===== src/rtl/bcd_disp_pkg.sv =====
// Shared types and constants for the binary-to-BCD display feeder.
// Digit codes match the seven-segment scan stage (A = dash, B = blank).
package bcd_disp_pkg;

  typedef enum logic [1:0] {
    IDLE  = 2'd0,
    SHIFT = 2'd1,
    FMT   = 2'd2
  } conv_state_e;

  localparam logic [3:0] DIG_DASH    = 4'hA;
  localparam logic [3:0] DIG_BLANK   = 4'hB;
  localparam int         DISP_DIGITS = 4;
  localparam int         DEF_MAX_VAL = 9999;

  // Replace leading zero digits 3..1 with blanks; digit 0 always stays visible.
  function automatic logic [15:0] blank_lead(input logic [15:0] digits);
    logic [15:0] res;
    logic        lead;
    res  = digits;
    lead = 1'b1;
    for (int i = DISP_DIGITS - 1; i >= 1; i--) begin
      if (lead && (digits[i*4 +: 4] == 4'h0)) begin
        res[i*4 +: 4] = DIG_BLANK;
      end else begin
        lead = 1'b0;
      end
    end
    return res;
  endfunction

endpackage


===== src/rtl/bin2bcd_disp_if.sv =====
// Request/response bundle between a value producer and the BCD display feeder.
interface bin2bcd_disp_if #(
  parameter int BIN_W = 14
) ();

  logic             start;
  logic [BIN_W-1:0] bin_in;
  logic             busy;
  logic             done;
  logic [15:0]      dataBus;

  modport master (
    output start,
    output bin_in,
    input  busy,
    input  done,
    input  dataBus
  );

  modport slave (
    input  start,
    input  bin_in,
    output busy,
    output done,
    output dataBus
  );

endinterface


===== src/rtl/bcd_digit_adj.sv =====
// Double-dabble digit correction: a BCD nibble of 5 or more gets +3 before the shift.
module bcd_digit_adj (
  input  logic [3:0] d_i,
  output logic [3:0] q_o
);

  assign q_o = (d_i >= 4'd5) ? (d_i + 4'd3) : d_i;

endmodule


===== src/rtl/bin2bcd_disp.sv =====
// Iterative binary-to-BCD converter feeding the 4-digit scan stage.
// Define LEAD_BLANK_EN to blank leading zero digits of non-overflow results.
module bin2bcd_disp
  import bcd_disp_pkg::*;
#(
  parameter int BIN_W   = 14,
  parameter int MAX_VAL = DEF_MAX_VAL
) (
  input  logic                 clk,
  input  logic                 rst,
  bin2bcd_disp_if.slave        bus_if
);

  localparam int               CNT_W    = $clog2(BIN_W + 1);
  localparam logic [CNT_W-1:0] CNT_LAST = CNT_W'(BIN_W - 1);

  conv_state_e      state_q, state_d;
  logic [CNT_W-1:0] cnt_q,   cnt_d;
  logic [BIN_W-1:0] bin_q,   bin_d;
  logic [15:0]      bcd_q,   bcd_d;
  logic             ovf_q,   ovf_d;
  logic             busy_q,  busy_d;
  logic             done_q,  done_d;
  logic [15:0]      data_q,  data_d;

  logic [15:0]      bcd_adj_s;
  logic [15:0]      fmt_s;

  for (genvar g = 0; g < DISP_DIGITS; g++) begin : g_adj
    bcd_digit_adj u_adj (
      .d_i (bcd_q[g*4 +: 4]),
      .q_o (bcd_adj_s[g*4 +: 4])
    );
  end

`ifdef LEAD_BLANK_EN
  assign fmt_s = blank_lead(bcd_q);
`else
  assign fmt_s = bcd_q;
`endif

  // State, datapath and output registers.
  always_ff @(posedge clk or posedge rst) begin
    if (rst) begin
      state_q <= IDLE;
      cnt_q   <= '0;
      bin_q   <= '0;
      bcd_q   <= 16'h0000;
      ovf_q   <= 1'b0;
      busy_q  <= 1'b0;
      done_q  <= 1'b0;
      data_q  <= 16'h0000;
    end else begin
      state_q <= state_d;
      cnt_q   <= cnt_d;
      bin_q   <= bin_d;
      bcd_q   <= bcd_d;
      ovf_q   <= ovf_d;
      busy_q  <= busy_d;
      done_q  <= done_d;
      data_q  <= data_d;
    end
  end

  // Next-state and datapath logic; done is a single-cycle pulse.
  always_comb begin
    state_d = state_q;
    cnt_d   = cnt_q;
    bin_d   = bin_q;
    bcd_d   = bcd_q;
    ovf_d   = ovf_q;
    busy_d  = busy_q;
    done_d  = 1'b0;
    data_d  = data_q;
    case (state_q)
      IDLE: begin
        if (bus_if.start) begin
          bin_d   = bus_if.bin_in;
          bcd_d   = 16'h0000;
          ovf_d   = (32'(bus_if.bin_in) > 32'(MAX_VAL));
          cnt_d   = '0;
          busy_d  = 1'b1;
          state_d = SHIFT;
        end else begin
          state_d = IDLE;
        end
      end
      SHIFT: begin
        {bcd_d, bin_d} = {bcd_adj_s[14:0], bin_q, 1'b0};
        cnt_d          = cnt_q + CNT_W'(1);
        if (cnt_q == CNT_LAST) begin
          state_d = FMT;
        end else begin
          state_d = SHIFT;
        end
      end
      FMT: begin
        if (ovf_q) begin
          data_d = {DIG_DASH, DIG_DASH, DIG_DASH, DIG_DASH};
        end else begin
          data_d = fmt_s;
        end
        done_d  = 1'b1;
        busy_d  = 1'b0;
        state_d = IDLE;
      end
      default: begin
        state_d = IDLE;
      end
    endcase
  end

  assign bus_if.busy    = busy_q;
  assign bus_if.done    = done_q;
  assign bus_if.dataBus = data_q;

endmodule

===== src/flat_wrapper.sv =====
// flat-port wrapper written by rule: the top's interface ports become plain ports
module bin2bcd_disp_flat import bcd_disp_pkg::*;
#(
  parameter int BIN_W   = 14,
  parameter int MAX_VAL = DEF_MAX_VAL
)
  (clk, rst, bus_if_start, bus_if_bin_in, bus_if_busy, bus_if_done, bus_if_dataBus);
  bin2bcd_disp_if #(.BIN_W(BIN_W)) bus_if_i ();
  input  logic clk;
  input  logic rst;
  input wire logic [$bits(bus_if_i.start)-1:0] bus_if_start;
  input wire logic [$bits(bus_if_i.bin_in)-1:0] bus_if_bin_in;
  output wire logic [$bits(bus_if_i.busy)-1:0] bus_if_busy;
  output wire logic [$bits(bus_if_i.done)-1:0] bus_if_done;
  output wire logic [$bits(bus_if_i.dataBus)-1:0] bus_if_dataBus;
  assign bus_if_i.start = bus_if_start;
  assign bus_if_i.bin_in = bus_if_bin_in;
  assign bus_if_busy = bus_if_i.busy;
  assign bus_if_done = bus_if_i.done;
  assign bus_if_dataBus = bus_if_i.dataBus;
  bin2bcd_disp #(.BIN_W(BIN_W), .MAX_VAL(MAX_VAL)) u_core (.clk(clk), .rst(rst), .bus_if(bus_if_i));
endmodule

===== config.mk =====
export PLATFORM = sky130hd
export DESIGN_NAME = bin2bcd_disp_flat
export DESIGN_NICKNAME = d
export VERILOG_FILES = /design/src/rtl/bcd_disp_pkg.sv /design/src/rtl/bin2bcd_disp_if.sv /design/src/rtl/bcd_digit_adj.sv /design/src/rtl/bin2bcd_disp.sv /design/src/flat_wrapper.sv
export SDC_FILE = /design/constraint.sdc
export NUM_CORES = 1
export LEC_CHECK = 0
export CORE_UTILIZATION = 50
export DETAILED_ROUTE_END_ITERATION = 10
export PLACE_DENSITY = 0.75
export SLEW_MARGIN = 30
export SYNTH_ARGS = -nofsm -noshare
export SYNTH_HDL_FRONTEND = slang
export SYNTH_SLANG_ARGS = --single-unit

===== constraint.sdc =====
create_clock -name clk -period 3.75 [get_ports clk]
set_clock_uncertainty 0.1 [all_clocks]
set_input_delay 0.75 -clock clk [delete_from_list [all_inputs] [get_ports clk]]
set_output_delay 0.75 -clock clk [all_outputs]
set_load 0.005 [all_outputs]

## Word-level counts from Yosys, hierarchy flattened

Index checks and enable logic that the tools add are counted.

- Register bits after elaboration: 55
- Bits of input ports: 17
- Output and inout bits: 18
- Word-level logic and storage cells: 45

- Add/sub/neg operators: 5
- $lt $le $gt $ge: 5
- Eq/ne operators: 4
- Mux-type cells: 17
- Reduce and logical (&&, ||, !) cells: 6

Operators with widths:

| operator | number |
|---|---|
| 16-bit 2-to-1 mux | 2 |
| 16-bit case mux with 2 select lines | 1 |
| 14-bit case mux with 2 select lines | 1 |
| 4-bit by 3-bit greater-or-equal comparator with 1-bit output (second input constant) | 4 |
| 4-bit 2-to-1 mux | 4 |
| 14-bit greater-than comparator (second input constant) | 1 |
| 14-bit 2-to-1 mux | 1 |
| 4-bit by 2-bit adder with 4-bit output (second input constant) | 3 |
| 4-bit case mux with 2 select lines | 1 |
| 2-bit AND reduction | 3 |
| 4-bit by 1-bit adder with 4-bit output (second input constant) | 1 |
| 4-bit == test (second input constant) | 1 |
| 2-bit case mux with 2 select lines | 1 |
| 2-bit nonzero test | 2 |
| 3-bit by 2-bit adder with 3-bit output (second input constant) | 1 |
| 1-bit 2-to-1 mux | 3 |
| 3-bit 2-to-1 mux | 1 |
| 2-bit by 1-bit == test with 1-bit output (second input constant) | 1 |
| 2-bit == test (second input constant) | 1 |
| 2-bit zero test | 1 |
| 2-bit 2-to-1 mux | 1 |
| 2-bit inequality test (second input constant) | 1 |
| 1-bit case mux with 2 select lines | 1 |

## Longest topological paths before layout

Gate-level depths: netlist of the first run.

- Word-level depth: 3
- Gate-level depth with buffers: 6
- Gate-level depth less buffers: 6

## Cells and area by module

Synthesis of the first run repeated with hierarchy kept, for this count alone.

- Cell total of the unflattened synthesis: 284
- Area, all modules: 2748.9 µm²

Modules (own cells, without submodules):

| module | instances | cells an instance | area an instance (µm²) | seq. area each (µm²) |
|---|---|---|---|---|
| bin2bcd_disp | 1 | 220 | 2343.5 | 1376.3 |
| bcd_digit_adj | 4 | 16 | 101.3 | 0.0 |

## Least setup slack after synthesis of the first run

Ideal clock, no wire load.

- Path kind: input-to-reg
- From: input port bus_if_start
- To: register u_core.bcd_q[11]
- Library setup time: 122 ps
- Data arrival time: 1556 ps
- Required time: 3528 ps
- Slack: 1972 ps
- Stages: 5
- Path buffers: 1
- Cells stage by stage: or3b_1 > buf_2 > nand2_4 > o31ai_1 > a32o_1

- Longest elaborated chain between the ends: 2

Ends and longest elaborated chain:

| element | line | text |
|---|---|---|
| from (decl) | flat_wrapper.sv:11 | `input wire logic [$bits(bus_if_i.start)-1:0] bus_if_start;` |
| 2-bit inequality test (no source line) | -- |  |
| 2-bit AND reduction (no source line) | -- |  |
| to (signal assigned) | bin2bcd_disp.sv:48 | `bcd_q <= 16'h0000;` |
| to (signal assigned) | bin2bcd_disp.sv:57 | `bcd_q <= bcd_d;` |
| to (decl) | bin2bcd_disp.sv:20 | `logic [15:0] bcd_q, bcd_d;` |

Every way passes these cells.
A chain may end at the register's enable or synchronous reset.

## Final worst setup path of the first run

- From: input port bus_if_start
- To: register u_core.bin_q[1]

- Longest elaborated chain between the ends: 2

Ends and longest elaborated chain:

| element | line | text |
|---|---|---|
| 2-bit inequality test (no source line) | -- |  |
| 2-bit AND reduction (no source line) | -- |  |
| to (signal assigned) | bin2bcd_disp.sv:56 | `bin_q <= bin_d;` |
| to (decl) | bin2bcd_disp.sv:19 | `logic [BIN_W-1:0] bin_q, bin_d;` |

Every way passes these cells.

==> results of run 1 <==
==> Yosys cell counts (all sizes together) <==
master	instances	area [µm²]
dfrtp	55	1376
ha	10	125.1
o31ai	12	90.09
o21ai	27	135.1
nand2b	5	31.28
nand2	56	217.7
a21oi	5	25.02
clkbuf	6	22.52
nand4	1	6.260
or3b	1	8.760
mux2i	1	10.01
inv	13	48.80
nor3b	1	12.51
nor4	1	6.260
o311ai	1	8.760
a32o	4	40.04
xnor2	4	35.03
nor2b	1	6.260
mux2	4	45.04
a22oi	13	97.59
nor2	12	45.04
nand3	16	80.08
xor2	3	26.28
buf	7	35.03
==> metrics by stage <==
step,hold slack [ps],instances
after floorplan,344.6,259
after global placement,360.4,350
after detailed placement,365.1,350
after CTS,387.1,356
after global routing,403.8,356
final,380.9,356
==> registers in the layout (all words and copies together), names as in the netlist <==
name                   count
u_core.bus_if.dataBus     16
u_core.bus_if.busy         1
u_core.bus_if.done         1
u_core.bin_q              14
u_core.bcd_q              16
u_core.state_q             2
u_core.cnt_q               4
u_core.ovf_q               1
==> layer usage <==
metal	vias to the layer above	GRT usage, %
li1	952	-
met1	921	24.43
met2	40	36.11
met3	5	4.144
met4	0	5.882
met5	-	0
==> cell type report <==
class | instances | area [µm²]
fillers | 429 | 1787
flip-flops and latches | 55 | 1376
multi-input cells | 178 | 1055
repair buffers | 37 | 362.8
well taps | 67 | 83.83
clock buffers | 6 | 72.57
inverters | 13 | 48.80
==> power breakdown <==
group          internal, mW  total (mW)  switching, mW
logic                 0.475       0.983          0.508
clock network         0.125       0.296          0.171
registers             0.840        1.04          0.204
total                  1.44        2.32          0.884
==> cell families after synthesis <==
family | after synthesis
fa+ha+maj | 10
simple gates | 94
flops | 55
mux | 5
buf+inv | 26
compound gates | 62
xor+xnor | 7
==> worst paths after layout <==
path                            depth (start not counted)                        to              start
min in group asynchronous                               3           u_core.cnt_q[3]                rst
max in group asynchronous                               3  u_core.bus_if.dataBus[9]                rst
worst max-delay path                                    6           u_core.bin_q[1]       bus_if_start
worst max register to register                          5           u_core.bin_q[1]  u_core.state_q[0]
worst min register to register                          1           u_core.cnt_q[3]    u_core.cnt_q[3]
worst min-delay path                                    1           u_core.cnt_q[3]    u_core.cnt_q[3]
==> results.py, run 1 <==
metrics = {
    "cts": {
        "cts.reportedPaths.clkPinSlew_ps": 80,
        "clockBufferDepth": 2,
        "cts_num_sinks": 55,
        "clk_latency_ps": 300,
        "cts_resized": 0,
        "cts-hold-fix-buffers": 0,
        "cts_root_buf": "clkbuf_8",
        "postCtsSetupBuffers": 0,
        "cts_max_level": 2,
        "cts_tree": "done",
        "cts_buffers": 5,
    },
    "sta": {
        "period_minus_slack_ps": 2314,
        "slew_viol_final": 0,
        "clock.fmax_mhz": 432.1,
        "worst_pin_slew_ps": 900.1,
        "setup_ws_ps": 1436,
        "period_share_pct": 61.71,
        "rsz0062_at_grt": "false",
        "max_slew_margin_pct": 39.85,
        "hold_violations": 0,
        "fin_tns_setup_ps": 0,
        "setup_viol": 0,
    },
    "setup_path": {
        "crit_type": "in -> reg",
        "endpoint_kind": "register",
        "slowest_delay_ps": 670,
        "critPathLaunchType": "primary input",
        "rrSetupSlack_ps": 1860,
        "path_cells": "clkdlybuf4s50_1 > nor3b_2 > buf_4 > nor2_1 > nand2_1 > nand2_1",
        "cpMostUsedCell": "nand2_1",
        "cp_num_buf_inv": 2,
        "crit_fanout": 18,
        "worst_path_max_delay_cell": "nor2_1",
        "required_ps": 3890,
        "cp_data_arrival_time_ps": 2450,
        "crit_family": "simple AND/OR/NAND/NOR gates",
    },
    "final_layout": {
        "layout_common_cells": "nand2_1 (55), dfrtp_1 (55), clkdlybuf4s50_1 (34), o21ai_0 (27), nand3_1 (16)",
        "utilization_pct": 62.67,
        "nNetsFinal": 317,
        "fin_area_um2": 2999,
        "drive_above_1_share_pct": 5.536,
        "area_growth_pct": 18.31,
        "diodes": 0,
    },
    "pwr": {
        "ir_worst_vdd_v": 0.0003613,
        "p_per_area_nw_per_um2": 774.8,
        "total_leakage_power_nw": 1.374,
        "p_total_mw": 2.324,
    },
    "drt": {
        "antenna_left": 0,
        "drtIter0Drc": 118,
        "drt-met1-wl_mm": 2.161,
        "wl_met2_mm": 2.231,
        "met3_length_um": 148,
        "avgViaCountPerCell": 5.388,
        "wl_per_cell_um": 12.91,
        "drt-pass1-iter-count": 4,
        "vias": 1918,
        "drc_errors": 0,
        "wirelength_mm": 4.596,
        "top_layer": "met4",
    },
    "floorplanning": {
        "die_area_um2": 5358,
        "die_w_um": 73.20,
        "io_pins": 35,
        "start_util_pct": 52.97,
        "die_y_um": 73.20,
        "design.core.area_um2": 4786,
        "core.rowCount": 25,
    },
    "global_route": {
        "globalRouteTotalUtil_pct": 20.18,
        "grt_overflow": 0,
        "grt_pass1_vias": 1855,
        "grt_max_degree": 56,
        "antenna_found_initial": 0,
        "grt_first_pass_wirelength_mm": 8.245,
    },
    "logic_synthesis": {
        "netlist-cell-type-count": 25,
        "syn_inst": 259,
        "yosys_warnings": 0,
        "synth_simple_gate_area_share_pct": 16.34,
        "syn_area_um2": 2535,
        "synth_compound_area_share_pct": 15.65,
        "synth_fa_ha_area_share_pct": 4.936,
        "synth_top_family_by_area": "simple AND/OR/NAND/NOR gates",
        "syn_avg_cell_area_um2": 9.787,
        "syn_nets": 286,
        "ys_seq_elements": 55,
        "yosysSeqAreaShare_pct": 54.29,
        "muxShareOfSynthArea_pct": 2.172,
        "synthXorXnorAreaFrac_pct": 2.419,
    },
    "placed_design": {
        "hpwlAfterDp_mm": 3.220,
        "placed_area_um2": 2927,
        "pre_cts_slack_ps": 1137,
        "place.gp.congestion": 0.7298,
        "port_buffers": 34,
    },
    "min_path": {
        "min-delay-path-class": "reg -> reg",
    },
    "flow_run": {
        "maxCapViolCount": 0,
    },
    "status": {
        "outcome": "completed",
    },
}
Note: power is estimated with default switching activity, not from simulation.
==> inputs of run 2 (changes only) <==
==> constraint.sdc (replaced) <==
create_clock -name clk -period 2.4 [get_ports clk]
set_clock_uncertainty 0.1 [all_clocks]
set_input_delay 0.48 -clock clk [delete_from_list [all_inputs] [get_ports clk]]
set_output_delay 0.48 -clock clk [all_outputs]
set_load 0.005 [all_outputs]
==> results.py, run 2 (synthesis gave the netlist of run 1 again) <==
metrics = {
    "status": {
        "outcome": "completed",
    },
    "floorplanning": {
        "die_y_um": 73.20,
        "start_util_pct": 52.97,
        "design.core.area_um2": 4786,
        "die_area_um2": 5358,
        "core.rowCount": 25,
        "io_pins": 35,
        "die_w_um": 73.20,
    },
    "sta": {
        "rsz0062_at_grt": "false",
        "max_slew_margin_pct": 38.85,
        "slew_viol_final": 0,
        "setup_viol": 0,
        "hold_violations": 0,
        "worst_pin_slew_ps": 917.3,
        "fin_tns_setup_ps": 0,
        "period_minus_slack_ps": 1874,
        "period_share_pct": 78.09,
        "clock.fmax_mhz": 533.6,
    },
    "setup_path": {
        "cp_data_arrival_time_ps": 1970,
        "required_ps": 2500,
        "crit_fanout": 8,
        "worst_path_max_delay_cell": "or3b_1",
        "crit_type": "in -> reg",
        "rr_endpoint": "u_core.bcd_q[5]",
        "critPathLaunchType": "primary input",
        "slowest_delay_ps": 510,
        "reg2reg_depth": 4,
        "endpoint_kind": "register",
        "rrSetupSlack_ps": 560,
        "path_cells": "clkdlybuf4s50_1 > or3b_1 > nand2_4 > o31ai_1 > a32o_1",
        "r2r_start": "u_core.state_q[1]",
    },
    "drt": {
        "antenna_left": 0,
        "drc_errors": 0,
        "drt-pass1-iter-count": 4,
        "avgViaCountPerCell": 5.340,
        "wirelength_mm": 4.787,
        "wl_per_cell_um": 13.22,
        "drtIter0Drc": 190,
        "vias": 1933,
    },
    "pwr": {
        "p_per_area_nw_per_um2": 1216,
        "p_clk_share_pct": 13.2,
        "ir_worst_vdd_v": 0.0005049,
        "combPwrFrac_pct": 42.9,
        "power_switching_mw": 1.424,
        "total_leakage_power_nw": 1.403,
        "swShare_pct": 38.38,
        "p_int_mw": 2.286,
        "seqPwrFrac_pct": 43.9,
        "p_total_mw": 3.711,
    },
    "cts": {
        "postCtsSetupBuffers": 0,
        "cts_root_buf": "clkbuf_8",
        "clk_latency_ps": 300,
        "cts_resized": 0,
        "cts_tree": "done",
        "cts.reportedPaths.clkPinSlew_ps": 90,
        "cts_num_sinks": 55,
        "cts_max_level": 2,
        "cts_buffers": 5,
        "cts-hold-fix-buffers": 0,
        "clockBufferDepth": 2,
    },
    "final_layout": {
        "utilization_pct": 63.74,
        "drive_above_1_share_pct": 7.119,
        "final_common_cell": "dfrtp_1",
        "area_growth_pct": 20.34,
        "diodes": 0,
        "layout_common_cells": "dfrtp_1 (55), nand2_1 (54), clkdlybuf4s50_1 (34), o21ai_0 (27), nand3_1 (16)",
        "nNetsFinal": 321,
        "fin_area_um2": 3050,
        "instances_no_fill": 362,
    },
    "global_route": {
        "globalRouteTotalUtil_pct": 21.24,
        "grt_overflow": 0,
        "grt_first_pass_wirelength_mm": 8.749,
        "grt_max_degree": 34,
        "grt_pass1_vias": 1882,
        "antenna_found_initial": 0,
    },
    "placed_design": {
        "placed_area_um2": 2967,
        "placedCellCount": 354,
        "hpwlAfterDp_mm": 3.511,
        "place.gp.congestion": 0.8127,
        "port_buffers": 34,
    },
    "flow_run": {
        "maxCapViolCount": 0,
    },
    "min_path": {
        "min-delay-path-class": "in -> async",
    },
}
run 2: stage by stage:
| step | setup slack [ps] | hold WS [ps] |
|---|---|---|
| 2_1_floorplan | 477.1 | 344.6 |
| 3_3_place_gp | 242.0 | 360.5 |
| 3_5_place_dp | 192.3 | 368.3 |
| 4_1_cts | 516.2 | 353.3 |
| 5_1_grt | 360.1 | 374.6 |
| 6_report | 525.8 | 351.7 |
run 2: cell type report:
type | count | area [µm²]
clock inverter | 1 | 5.005
sequential | 55 | 1376
multi-input combinational | 178 | 1055
clock buffer | 7 | 76.32
inverter | 13 | 48.80
timing repair buffer | 41 | 405.4
fill | 413 | 1735
tap | 67 | 83.83
run 2: worst max-delay path: cells and delay by family:
family	cells	cell delay (ps)
buffers and inverters	1	500
AOI/OAI and AO/OA	2	330
and+or+nand+nor	2	660
run 2: routing by layer:
metal / up-vias / track usage [%] / wire length [µm]
met5: - / 0 / 0
met4: 0 / 6.754 / 71
met3: 6 / 4.144 / 158
met2: 50 / 33.74 / 2340
met1: 919 / 29.36 / 2217
li1: 958 / - / -
run 2: worst max-delay path by stage:
stage | startpoint | to | slack [ps]
after floorplan | rst | u_core.bcd_q[0] | 480
after global placement | bus_if_start | u_core.bcd_q[8] | 240
after detailed placement | bus_if_start | u_core.bcd_q[11] | 190
after CTS | bus_if_start | u_core.bcd_q[15] | 520
after global routing | u_core.bcd_q[8] | u_core.bcd_q[10] | 360
final | bus_if_start | u_core.bcd_q[11] | 530
run 2: power groups by stage:
stage / Combinational, mW / Sequential [mW] / Clock (mW)
finish: 1.59 / 1.63 / 0.488
global route: 1.84 / 1.69 / 0.539
CTS: 1.61 / 1.63 / 0.505
detailed placement: 1.62 / 1.65 / 0
global placement: 1.53 / 1.63 / 0
floorplan: 1.13 / 1.56 / 0
